===== config.mk =====
export PLATFORM = sky130hd
export DESIGN_NAME = spi_arb
export DESIGN_NICKNAME = d
export VERILOG_FILES = /design/src/rtl/spi_arb.sv
export SDC_FILE = /design/constraint.sdc
export NUM_CORES = 1
export LEC_CHECK = 0
export ABC_CLOCK_PERIOD_IN_PS = 3100
export CORE_MARGIN = 3
export CORE_UTILIZATION = 35
export DETAILED_ROUTE_END_ITERATION = 6
export MAX_ROUTING_LAYER = met4
export SLEW_MARGIN = 20
export SYNTH_ARGS = -nofsm -noshare
export SYNTH_HDL_FRONTEND = slang
export SYNTH_SLANG_ARGS = --single-unit

===== constraint.sdc =====
create_clock -name clk -period 3.1 [get_ports clk]
set_input_delay 0.62 -clock clk [delete_from_list [all_inputs] [get_ports clk]]
set_output_delay 0.62 -clock clk [all_outputs]
set_load 0.02 [all_outputs]

===== src/rtl/spi_arb.sv =====
// Purpose: two-requester round-robin arbiter in front of the single SPI master, with a WAIT timeout.
// Latency: a request sampled at edge N gives wrt_SPI in cycle N+1; the done pulse follows SPI_done by one edge.
// Backpressure: requests are level-held until done; they are only sampled in IDLE, never while WAIT or HOLD.
module spi_arb #(
    parameter int TO_W = 16
) (
    input  logic        clk,
    input  logic        rst_n,
    input  logic        reqA,
    input  logic [2:0]  ssA,
    input  logic [15:0] dataA,
    input  logic        reqB,
    input  logic [2:0]  ssB,
    input  logic [15:0] dataB,
    output logic        gntA,
    output logic        gntB,
    output logic        doneA,
    output logic        doneB,
    output logic        err,
    output logic [7:0]  rdata,
    output logic        busy,
    output logic [2:0]  ss,
    output logic [15:0] SPI_data,
    output logic        wrt_SPI,
    input  logic        SPI_done,
    input  logic [7:0]  EEP_data
);

    typedef enum logic [1:0] {IDLE, WAIT, HOLD} state_t;

    localparam logic [TO_W-1:0] CNT_ONE = {{(TO_W-1){1'b0}}, 1'b1};
    localparam logic [TO_W-1:0] CNT_MAX = {TO_W{1'b1}};

    state_t           state, state_nxt;
    logic             last_b, last_b_nxt;   // 1 = B held the last grant
    logic [TO_W-1:0]  cnt, cnt_nxt;
    logic             gnt_a_nxt, gnt_b_nxt, done_a_nxt, done_b_nxt;
    logic             err_nxt, busy_nxt, wrt_nxt;
    logic [7:0]       rdata_nxt;
    logic [2:0]       ss_nxt;
    logic [15:0]      data_nxt;

    // State register and registered outputs; reset aborts any transaction silently.
    always_ff @(posedge clk or negedge rst_n) begin
        if (!rst_n) begin
            state    <= IDLE;
            last_b   <= 1'b1;
            cnt      <= '0;
            gntA     <= 1'b0;
            gntB     <= 1'b0;
            doneA    <= 1'b0;
            doneB    <= 1'b0;
            err      <= 1'b0;
            rdata    <= 8'h00;
            busy     <= 1'b0;
            ss       <= 3'b000;
            SPI_data <= 16'h0000;
            wrt_SPI  <= 1'b0;
        end else begin
            state    <= state_nxt;
            last_b   <= last_b_nxt;
            cnt      <= cnt_nxt;
            gntA     <= gnt_a_nxt;
            gntB     <= gnt_b_nxt;
            doneA    <= done_a_nxt;
            doneB    <= done_b_nxt;
            err      <= err_nxt;
            rdata    <= rdata_nxt;
            busy     <= busy_nxt;
            ss       <= ss_nxt;
            SPI_data <= data_nxt;
            wrt_SPI  <= wrt_nxt;
        end
    end

    // Next-state and next-output logic; pulses default low, everything else holds.
    always_comb begin
        state_nxt  = state;
        last_b_nxt = last_b;
        cnt_nxt    = cnt;
        gnt_a_nxt  = gntA;
        gnt_b_nxt  = gntB;
        done_a_nxt = 1'b0;
        done_b_nxt = 1'b0;
        err_nxt    = err;
        rdata_nxt  = rdata;
        ss_nxt     = ss;
        data_nxt   = SPI_data;
        wrt_nxt    = 1'b0;
        case (state)
            IDLE: begin
                // On a tie the requester that did not win last time goes first.
                if (reqA && (!reqB || last_b)) begin
                    gnt_a_nxt  = 1'b1;
                    ss_nxt     = ssA;
                    data_nxt   = dataA;
                    wrt_nxt    = 1'b1;
                    cnt_nxt    = '0;
                    last_b_nxt = 1'b0;
                    state_nxt  = WAIT;
                end else if (reqB) begin
                    gnt_b_nxt  = 1'b1;
                    ss_nxt     = ssB;
                    data_nxt   = dataB;
                    wrt_nxt    = 1'b1;
                    cnt_nxt    = '0;
                    last_b_nxt = 1'b1;
                    state_nxt  = WAIT;
                end
            end
            WAIT: begin
                cnt_nxt = cnt + CNT_ONE;
                // A real completion beats a coincident terminal count.
                if (SPI_done) begin
                    done_a_nxt = gntA;
                    done_b_nxt = gntB;
                    rdata_nxt  = EEP_data;
                    err_nxt    = 1'b0;
                    state_nxt  = HOLD;
                end else if (cnt_nxt == CNT_MAX) begin
                    done_a_nxt = gntA;
                    done_b_nxt = gntB;
                    rdata_nxt  = 8'h00;
                    err_nxt    = 1'b1;
                    state_nxt  = HOLD;
                end
            end
            HOLD: begin
                // One idle cycle lets a registered requester drop its request.
                gnt_a_nxt = 1'b0;
                gnt_b_nxt = 1'b0;
                state_nxt = IDLE;
            end
            default: state_nxt = IDLE;
        endcase
        busy_nxt = (state_nxt != IDLE);
    end

endmodule


==> summary.md <==
| Metric | Value |
|---|---|
| Yosys top cell area share | 0.4978 |
| Max_cap viols | 0 |
| Row cnt | 30 |
| Hold Fails Final Rpt | 0 |
| Metal3 WL | approximately 610 µm |
| Die area | 0.008541 mm² |
| Core Region | about 0.0070 mm² |
| Peak VDD IR | 0.3275 mV |
| RSZ-0062 raised after global routing | no |
| Remaining global-route overflow | 0 |
| Hold_ws | 445.5 ps |
| Setup TNS | 0 ps |
| Floorplan die height | ~92 µm |
| Via/cell ratio | 4.892 |
| Total track usage | 0.1607 |
| PwrDens | around 810 mW/mm² |
| Avg Synthesized Cell Area | 9.203 µm² |
| Initial antenna violation count | 0 |
| Worst R2R End | rdata[6] |
| Final Cycle Share | 0.8482 |
| Critical Path RT | 3280 ps |
| Top post-synthesis cells by area | dfrtp_1 50%, o21ai_0 8.2%, mux2i_1 7.3% |
| Cts hold-fix bufs | 0 |
| DP Worst Slack | about 470 ps |
| Uppermost layer routed | met4 |
| Hpwl dp | 4.587 mm |
| Die W | about 90 µm |
| Worst setup SP type | register |
| Reg2Reg Setup Slack | 470 ps |
| Slew headroom | 0.3828 |
| Area grow syn2layout | 39.88% |
| Clock slew at reported path FFs | roughly 100 ps |
| Total number of vias | 2260 |
| Synth cell types | 38 |
| Final Setup Violations | 0 |
| Final setup margin | 470.6 ps |
| Post-layout net count | about 420 |
| Max Clk Rate | 380.3 MHz |
| Remaining DRCs | 0 |
| Clock Path Buffers | 2 |
| CTS buffer count | 5 |
| Status | finished clean |
| Critical path endpoint category | register |
| Io pins | between 80 and 90 |
| Most frequent cells in the layout | 83 x clkdlybuf4s50_1, 52 x dfrtp_1, 43 x o21ai_0 |
| 1st-iter DRT viols | 71 |
| Synthesized cell area | 0.002614 mm² |
| Crit path kind | reg -> reg |
| Largest area contributor in the netlist | dfrtp_1 |
| Fin cells | between 400 and 500 |
| Drt wl/cell | approximately 14 µm |
| Crit Path Max Fanout | 8 |
| Buffers added on ports | 84 |
| Routed wire length | roughly 6.4 mm |
| Clock skew | 6.230 ps |
| Largest net degree at the start of global routing | 42 |
| First-pass GRT wire length | 10.84 mm |
| H-tree depth | 2 |
| Leakage power | 1.556 nW |
| DR pass1 iterations | 4 |
| Yosys warns | 0 |
| Clock tree sinks | 53 |
| Min Tclk post-route | between 2000 and 3000 ps |
| Post-synthesis sequential area ratio | 0.5079 |
| Commonest non-fill, non-tap cell in the layout | clkdlybuf4s50_1 |
| ANT nets after route | 0 |
| GP Congestion | approximately 0.85 |
| Met2 Wirelength | 2.759 mm |
| Worst-Skew Late Latency | about 310 ps |
| Cells after synthesis | around 280 |
| Min-Delay Path Class | in -> async |
| Layout cells sized above 1 | 0.06284 |
| Number of global-route vias before repair | 2195 |
| Initial Util | 0.3724 |
| Placed Cells incl. Taps | approximately 450 |
| FF-to-FF path depth | 7 |
| Reg-to-Reg Start | cnt[1] |
| Cts repair resizes | 0 |
| Net Count, Synth | ~340 |
| Worst-Margin Slew | approximately 900 ps |
| Seq cells post-synth | between 50 and 60 |
| Antenna diodes | 0 |
| Critical path arrival | 2810 ps |
| Setup bufs post-CTS | 0 |
| Final Max Tran Viols | 0 |
| CTS tree | yes |
| Clock Root Buffer | clkbuf_8 |
| WL met1 | 2.988 mm |
[critical path: stages, from the launching register on]
cell and delay [ps]:
dfrtp_1 450, ha_1 300, a21bo_2 270, or3b_2 440, a211oi_1 240, o22ai_1 200, nor4_4 460, nor3_1 130
[stage by stage]
step	power, mW	util	instance area, µm²
after floorplan	1.902	-	2614
after global placement	2.565	0.5086	3570
after detailed placement	2.592	0.5086	3570
after CTS	3.005	0.5209	3656
after global routing	3.205	0.5209	3656
final	2.956	0.5209	3656
[cells by family after synthesis]
group,after synthesis,synth area share
AO/OA/AOI/OAI,74,0.1618
buffers and inverters,22,0.03351
XOR/XNOR,3,0.01005
AND/OR/NAND/NOR,111,0.2044
flip-flops,53,0.5079
multiplexers,19,0.07276
adder cells (fa/ha/maj),2,0.009572
[cell type report]
cell class,instances,area (µm²)
inverter,6,22.52
timing repair buffer,90,893.4
multi-input combinational,209,1206
tap,96,120.1
clock buffer,6,72.57
sequential,53,1328
clock inverter,2,13.76
fill,676,3363
[report_power, final]
part	switching, mW	total, mW	internal, mW
sequential	0.164	1.10	0.939
combinational	0.811	1.46	0.646
clock	0.235	0.397	0.162
[how the worst max path moves through the flow]
stage,end,from,cells after the start
CTS,rdata[6],cnt[1],7
finish,rdata[6],cnt[1],7
global route,rdata[1],cnt[1],7
global placement,rdata[3],cnt[1],7
detailed placement,rdata[6],cnt[1],7
floorplan,rdata[0],cnt[1],7
[per-layer routing]
metal,track usage,up-vias
met5,-,-
met4,0.03342,0
met3,0.06499,5
met2,0.2387,72
met1,0.2076,1024
li1,-,1159
[registers in the layout, indices dropped and copies added, names as in the netlist]
register	cells
rdata	8
busy	1
ss	3
doneB	1
err	1
doneA	1
cnt	16
gntA	1
last_b	1
wrt_SPI	1
gntB	1
state	2
SPI_data	16
[cell usage after synthesis]
cell type,count
a21bo_2,1
a21oi_1,7
nor2_1,33
o21a_1,3
and2_1,3
dfrtp_1,52
nand3b_1,2
nor3_1,11
or2_2,1
o41ai_1,1
and3_1,2
ha_1,2
nand4_1,7
o31ai_1,2
a211oi_1,2
a31oi_1,6
xnor2_1,2
a22o_1,1
xor2_1,1
nand2b_1,2
nand2_1,37
o22ai_1,3
buf_1,3
dfstp_2,1
o31a_1,1
inv_1,6
or3b_2,2
buf_2,4
nand3_1,7
nor2b_1,1
o21ai_0,43
mux2i_1,19
o311a_1,1
nor4_4,2
nor4_1,1
o211ai_1,1
clkbuf_1,9
o21ai_1,2
(Power assumes the default switching activity.)
